## config.mk

```make
export PLATFORM = sky130hd
export DESIGN_NAME = deskew_lane_ctrl
export DESIGN_NICKNAME = d
export VERILOG_FILES = /design/src/rtl/deskew_lane_ctrl.sv
export SDC_FILE = /design/constraint.sdc
export NUM_CORES = 1
export LEC_CHECK = 0
export CORE_MARGIN = 1.5
export CORE_UTILIZATION = 53
export DETAILED_ROUTE_END_ITERATION = 8
export GPL_TIMING_DRIVEN = 0
export PLACE_DENSITY = 0.75
export SYNTH_ARGS = -nofsm -noshare
export SYNTH_HDL_FRONTEND = slang
export SYNTH_SLANG_ARGS = --single-unit
```

## constraint.sdc

```tcl
create_clock -name i_clock -period 30 [get_ports i_clock]
set_input_delay 6 -clock i_clock [delete_from_list [all_inputs] [get_ports i_clock]]
set_output_delay 6 -clock i_clock [all_outputs]
set_load 0.005 [all_outputs]
```

## src/rtl/deskew_lane_ctrl.sv

```systemverilog
// ============================================================================
// Module   : deskew_lane_ctrl
// Purpose  : Multi-lane PCS deskew controller. It times AM arrivals, loads
//            per-lane FIFO delays, confirms alignment and declares lock.
// Optional : DESKEW_SKEW_MONITOR_EN adds the max-skew and fail-count monitors.
// Revision : 1.0 - initial release
// ============================================================================
`default_nettype none

module deskew_lane_ctrl #(
    parameter int N_LANES      = 20,
    parameter int MAX_SKEW     = 16,
    parameter int NB_DELAY     = $clog2(MAX_SKEW) + 1,
    parameter int N_LOCK_CHECK = 2,
    parameter int N_UNLOCK     = 3
) (
    input  logic                         i_clock,
    input  logic                         i_reset,
    input  logic                         i_enable,
    input  logic                         i_valid,
    input  logic                         i_resync,
    input  logic [N_LANES-1:0]           i_start_of_lane,
    input  logic [N_LANES-1:0]           i_aligned_am,
    output logic [N_LANES*NB_DELAY-1:0]  o_lane_delay,
    output logic                         o_set_fifo_delay,
    output logic                         o_write_fifo_enb,
    output logic                         o_read_fifo_enb,
    output logic                         o_deskew_done,
    output logic                         o_invalid_skew,
    output logic [NB_DELAY-1:0]          o_max_skew,
    output logic [7:0]                   o_fail_count
);

    localparam int                   c_NB_GOOD     = $clog2(N_LOCK_CHECK + 1);
    localparam int                   c_NB_BAD      = $clog2(N_UNLOCK + 1);
    localparam logic [NB_DELAY-1:0]  c_MAX_SKEW    = NB_DELAY'(MAX_SKEW);
    localparam logic [c_NB_GOOD-1:0] c_LOCK_TARGET = c_NB_GOOD'(N_LOCK_CHECK);
    localparam logic [c_NB_BAD-1:0]  c_UNLOCK_TGT  = c_NB_BAD'(N_UNLOCK);

    typedef enum logic [2:0] {
        S_INIT   = 3'd0,
        S_COUNT  = 3'd1,
        S_CALC   = 3'd2,
        S_CHECK  = 3'd3,
        S_LOCKED = 3'd4
    } state_t;

    state_t                      r_state;
    logic [NB_DELAY-1:0]         r_counter;
    logic [N_LANES-1:0]          r_seen;
    logic [NB_DELAY-1:0]         r_arrival [N_LANES];
    logic [N_LANES*NB_DELAY-1:0] r_lane_delay;
    logic [c_NB_GOOD-1:0]        r_good_cnt;
    logic [c_NB_BAD-1:0]         r_bad_cnt;
    logic                        r_set_fifo_delay;
    logic                        r_write_fifo_enb;
    logic                        r_read_fifo_enb;
    logic                        r_deskew_done;
    logic                        r_invalid_skew;

    logic                        w_qual;
    logic [N_LANES-1:0]          w_seen_next;
    logic                        w_am_full;
    logic                        w_am_any;
    logic [NB_DELAY-1:0]         w_max_arrival;

    assign w_qual      = i_enable & i_valid;
    assign w_seen_next = r_seen | i_start_of_lane;
    assign w_am_full   = &i_aligned_am;
    assign w_am_any    = |i_aligned_am;

    always_comb begin
        w_max_arrival = '0;
        for (int j = 0; j < N_LANES; j++) begin
            if (r_arrival[j] > w_max_arrival) begin
                w_max_arrival = r_arrival[j];
            end
        end
    end

    always_ff @(posedge i_clock) begin
        if (i_reset || i_resync) begin
            r_state          <= S_INIT;
            r_counter        <= '0;
            r_seen           <= '0;
            r_lane_delay     <= '0;
            r_good_cnt       <= '0;
            r_bad_cnt        <= '0;
            r_set_fifo_delay <= 1'b0;
            r_write_fifo_enb <= 1'b0;
            r_read_fifo_enb  <= 1'b0;
            r_deskew_done    <= 1'b0;
            r_invalid_skew   <= 1'b0;
            for (int j = 0; j < N_LANES; j++) begin
                r_arrival[j] <= '0;
            end
        end else begin
            r_set_fifo_delay <= 1'b0;
            r_invalid_skew   <= 1'b0;
            if (w_qual) begin
                case (r_state)
                    S_INIT: begin
                        if (|i_start_of_lane) begin
                            for (int j = 0; j < N_LANES; j++) begin
                                if (i_start_of_lane[j]) r_arrival[j] <= '0;
                            end
                            r_seen           <= i_start_of_lane;
                            r_counter        <= NB_DELAY'(1);
                            r_write_fifo_enb <= 1'b1;
                            r_state          <= S_COUNT;
                        end
                    end
                    S_COUNT: begin
                        for (int j = 0; j < N_LANES; j++) begin
                            if (i_start_of_lane[j] && !r_seen[j]) r_arrival[j] <= r_counter;
                        end
                        r_seen    <= w_seen_next;
                        r_counter <= r_counter + NB_DELAY'(1);
                        // Completing the mask wins over an overflow in the same cycle.
                        if (&w_seen_next) begin
                            r_state <= S_CALC;
                        end else if (r_counter == c_MAX_SKEW) begin
                            r_invalid_skew   <= 1'b1;
                            r_seen           <= '0;
                            r_counter        <= '0;
                            r_write_fifo_enb <= 1'b0;
                            r_state          <= S_INIT;
                        end
                    end
                    S_CALC: begin
                        for (int j = 0; j < N_LANES; j++) begin
                            r_lane_delay[j*NB_DELAY +: NB_DELAY] <= w_max_arrival - r_arrival[j];
                        end
                        r_set_fifo_delay <= 1'b1;
                        r_read_fifo_enb  <= 1'b1;
                        r_good_cnt       <= '0;
                        r_state          <= S_CHECK;
                    end
                    S_CHECK: begin
                        if (w_am_full) begin
                            r_good_cnt <= r_good_cnt + c_NB_GOOD'(1);
                            if (r_good_cnt + c_NB_GOOD'(1) == c_LOCK_TARGET) begin
                                r_bad_cnt     <= '0;
                                r_deskew_done <= 1'b1;
                                r_state       <= S_LOCKED;
                            end
                        end else if (w_am_any) begin
                            r_invalid_skew   <= 1'b1;
                            r_seen           <= '0;
                            r_counter        <= '0;
                            r_write_fifo_enb <= 1'b0;
                            r_read_fifo_enb  <= 1'b0;
                            r_state          <= S_INIT;
                        end
                    end
                    S_LOCKED: begin
                        if (w_am_full) begin
                            r_bad_cnt <= '0;
                        end else if (w_am_any) begin
                            r_bad_cnt <= r_bad_cnt + c_NB_BAD'(1);
                            if (r_bad_cnt + c_NB_BAD'(1) == c_UNLOCK_TGT) begin
                                r_invalid_skew   <= 1'b1;
                                r_deskew_done    <= 1'b0;
                                r_seen           <= '0;
                                r_counter        <= '0;
                                r_write_fifo_enb <= 1'b0;
                                r_read_fifo_enb  <= 1'b0;
                                r_state          <= S_INIT;
                            end
                        end
                    end
                    default: begin
                        r_state <= S_INIT;
                    end
                endcase
            end
        end
    end

    assign o_lane_delay     = r_lane_delay;
    assign o_set_fifo_delay = r_set_fifo_delay;
    assign o_write_fifo_enb = r_write_fifo_enb;
    assign o_read_fifo_enb  = r_read_fifo_enb;
    assign o_deskew_done    = r_deskew_done;
    assign o_invalid_skew   = r_invalid_skew;

`ifdef DESKEW_SKEW_MONITOR_EN
    logic [NB_DELAY-1:0] r_max_skew;
    logic [7:0]          r_fail_count;

    // Survives resync so the history spans repeated deskew attempts.
    always_ff @(posedge i_clock) begin
        if (i_reset) begin
            r_max_skew   <= '0;
            r_fail_count <= '0;
        end else begin
            if (w_qual && !i_resync && r_state == S_CALC) begin
                r_max_skew <= w_max_arrival;
            end
            if (r_invalid_skew && r_fail_count != 8'hFF) begin
                r_fail_count <= r_fail_count + 8'd1;
            end
        end
    end

    assign o_max_skew   = r_max_skew;
    assign o_fail_count = r_fail_count;
`else
    assign o_max_skew   = '0;
    assign o_fail_count = '0;
`endif

endmodule

`default_nettype wire

```

==> run metrics <==
status=finished, final reports clean; RePlAce Congestion=0.9706; setup violators final=0; dpl hpwl=38930 um; Slowest cell on crit path=a221o_1; Worst R2R Setup Slack=1120 ps; most frequent CP cell=ha_1; reg2reg end=o_lane_delay[94]; hold endpoint=o_lane_delay[43]; Post-Syn Area per Cell=8.787 um^2; layout cells sized above 1=11.39%; Die Y=176.7 um; DRT Wirelength=52400 um; DRT Pass-1 Iters=5; die area=31230 um^2; Worst setup SP type=register; number of global-route vias before repair=13960; min-delay src=o_lane_delay[43]; antenna violations before repair=0; CP max stage delay=430 ps; top-level I/O count=163; crit end category=register; Final Cycle Share=96.27%; Top Layer Used=met4; via count=14690; CTS Hold Buffers Added=0; CP Class=reg2reg; GRT Total Usage=32.77%; first-pass GRT wire length=77830 um; Post-Layout Cell Count=2471; M1 WL=21590 um; Core Box Area=29640 um^2; count of input and output buffers=149; Initial Util=53.96%; Clock Skews=14.93 ps; Synth Cell Area=15990 um^2; max-slew violations=0; slew margin rel.=5.080%; DRC Markers=0; clock-pin slew on the worst setup and hold paths=60 ps; largest net degree at the start of global routing=21; global route overflow=0; Detail Route Antenna Nets=0; Clock Tree Buf Depth=3; Top FF cell, synth=dfxtp_1; Critical Path RT=30440 ps; met2 WL=23870 um; clk_lat worst skew=560 ps; H-tree depth=1; Core Util, Final=67.69%; number of flops mapped to enable cells by yosys=100; Iteration-0 DRC Markers=1348; WHS=446.9 ps; placed cells=2375; r2r worst-path depth=142; Yosys cell types=66; fmax=0.03462 GHz; diode count=0; Layout area overhead=25.45%; Num CTS Buffers=28; HP Class=reg2reg; vias per cell=5.944; WHS Path Cells=2; setup tns final=0 ps; Syn Inst Count=1820; DR WL/cell=21.21 um; Slew @ Worst Pin=1419 ps; die width=176.7 um; Placement Rows=63; Final #Nets=2303; post-route minimum period=28880 ps; register area share after synthesis=35.93%; clock sink total=237; #FFs+latches synth=237; max cap viols=0; CTS tree=done; fill count=2427; met3 wire length=4508 um; Yosys Warn Count=0; Crit Path Max Fanout=13; final hold vios=0; Crit path arrival time=29320 ps; R2R Path Start=r_arrival[0][9]; asr flop ratio synth=0%; CTS root buffer=clkbuf_16
==> critical path: cells and delay by family (launching register included) <==
| kind | cells | cell delay, ps |
|---|---|---|
| compound gates | 63 | 11800 |
| simple gates | 34 | 6220 |
| fa+ha+maj | 21 | 6070 |
| buf+inv | 18 | 2730 |
| mux | 4 | 1180 |
| flops | 1 | 420 |
| xor+xnor | 2 | 300 |
==> placed cells by master (no fill, tap or decap), drive strengths merged, types with 11 or more instances in the layout <==
master | synthesis | routed
ha | 179 | 179
o21a | 15 | 15
a21oi | 141 | 141
buf | 18 | 74
nor2 | 235 | 235
a22oi | 25 | 25
mux2 | 16 | 16
a211oi | 50 | 50
a22o | 19 | 19
and3 | 21 | 21
inv | 137 | 137
conb | 1 | 13
or2 | 11 | 11
o21ai | 71 | 71
edfxtp | 100 | 100
dfxtp | 137 | 137
nor3 | 19 | 19
clkdlybuf4s50 | 0 | 149
fa | 20 | 20
nor4 | 13 | 13
xnor2 | 78 | 78
and2 | 14 | 14
o22ai | 13 | 13
nand3 | 15 | 15
nand2 | 190 | 190
mux2i | 15 | 15
a21o | 64 | 64
clkbuf | 67 | 100
nand2b | 23 | 23
nor2b | 16 | 16
==> Yosys cell counts (14+ instances only) <==
| cell | number | area, um^2 |
|---|---|---|
| nor2b_1 | 16 | 100.1 |
| o21ai_0 | 62 | 310.3 |
| nand2b_1 | 23 | 143.9 |
| xnor2_1 | 78 | 683.2 |
| nand2_1 | 190 | 713.2 |
| a22o_1 | 19 | 166.4 |
| buf_4 | 15 | 112.6 |
| and2_1 | 14 | 87.58 |
| a21oi_1 | 135 | 675.7 |
| nor3_1 | 19 | 95.09 |
| ha_1 | 179 | 2240 |
| o21a_1 | 15 | 112.6 |
| clkbuf_1 | 67 | 251.5 |
| inv_1 | 137 | 514.2 |
| nor2_1 | 235 | 882.1 |
| edfxtp_1 | 100 | 3003 |
| a21o_1 | 64 | 480.5 |
| a211oi_1 | 50 | 375.4 |
| nand3_1 | 15 | 75.07 |
| mux2i_1 | 15 | 150.1 |
| fa_1 | 20 | 400.4 |
| and3_1 | 21 | 131.4 |
| a22oi_1 | 24 | 180.2 |
| dfxtp_1 | 137 | 2743 |
| mux2_2 | 14 | 157.7 |
==> how the worst max path moves through the flow <==
stage | cells past startpoint | slack [ps] | from | to
CTS | 144 | 30 | r_arrival[0][9] | o_lane_delay[94]
floorplan | 137 | 320 | r_arrival[0][9] | o_lane_delay[69]
global route | 143 | -220 | r_arrival[0][9] | o_lane_delay[94]
global placement | 141 | -6720 | r_arrival[0][2] | o_lane_delay[14]
detailed placement | 142 | -4550 | r_arrival[0][2] | o_lane_delay[14]
finish | 142 | 1120 | r_arrival[0][9] | o_lane_delay[94]
==> area by class of cell <==
cell class,count,area [um^2],share of cell area (%)
buffer,82,410.4,2.046
clock buffer,41,792.0,3.948
clock inverter,11,135.1,0.6735
inverter,137,514.2,2.563
multi-input combinational,1373,9993,49.81
sequential,237,5746,28.64
tap,390,488.0,2.432
timing repair buffer,200,1984,9.891
==> what timing repair did <==
action | 4_1_cts | 5_1_grt
pin swaps | 11 | 25
setup endpoints to repair | 100 | 100
buffers inserted | 14 | 33
resized for setup | 63 | 82
==> registers in the layout (all words and copies together), names as in the netlist <==
| register | cells |
|---|---|
| o_deskew_done | 1 |
| o_invalid_skew | 1 |
| o_lane_delay | 100 |
| o_read_fifo_enb | 1 |
| o_set_fifo_delay | 1 |
| o_write_fifo_enb | 1 |
| r_arrival | 100 |
| r_bad_cnt | 2 |
| r_counter | 5 |
| r_good_cnt | 2 |
| r_seen | 20 |
| r_state | 3 |
==> stage by stage <==
step	setup slack [ps]	instance area (um^2)
2_1_floorplan	316.4	16040
3_3_place_gp	-6723	18020
3_5_place_dp	-4546	18180
4_1_cts	29.47	19480
5_1_grt	-222.8	20060
6_report	1118	20060
==> routing by layer <==
metal	track usage [%]	vias up
met4	15.32	0
met3	4.467	132
met1	43.69	6996
li1	-	6889
met5	0	-
met2	52.66	671
==> cell families after synthesis <==
| kind of cell | after synthesis | synth area share (%) |
|---|---|---|
| AND/OR/NAND/NOR | 582 | 15.98 |
| buffers and inverters | 222 | 5.617 |
| adder cells (fa/ha/maj) | 199 | 16.51 |
| AO/OA/AOI/OAI | 470 | 19.57 |
| multiplexers | 31 | 2.112 |
| other | 1 | 0.02345 |
| flip-flops | 237 | 35.93 |
| XOR/XNOR | 78 | 4.272 |
Power is not shown: default switching activity piles up to over one toggle a cycle in this logic, so the estimate is an artifact.
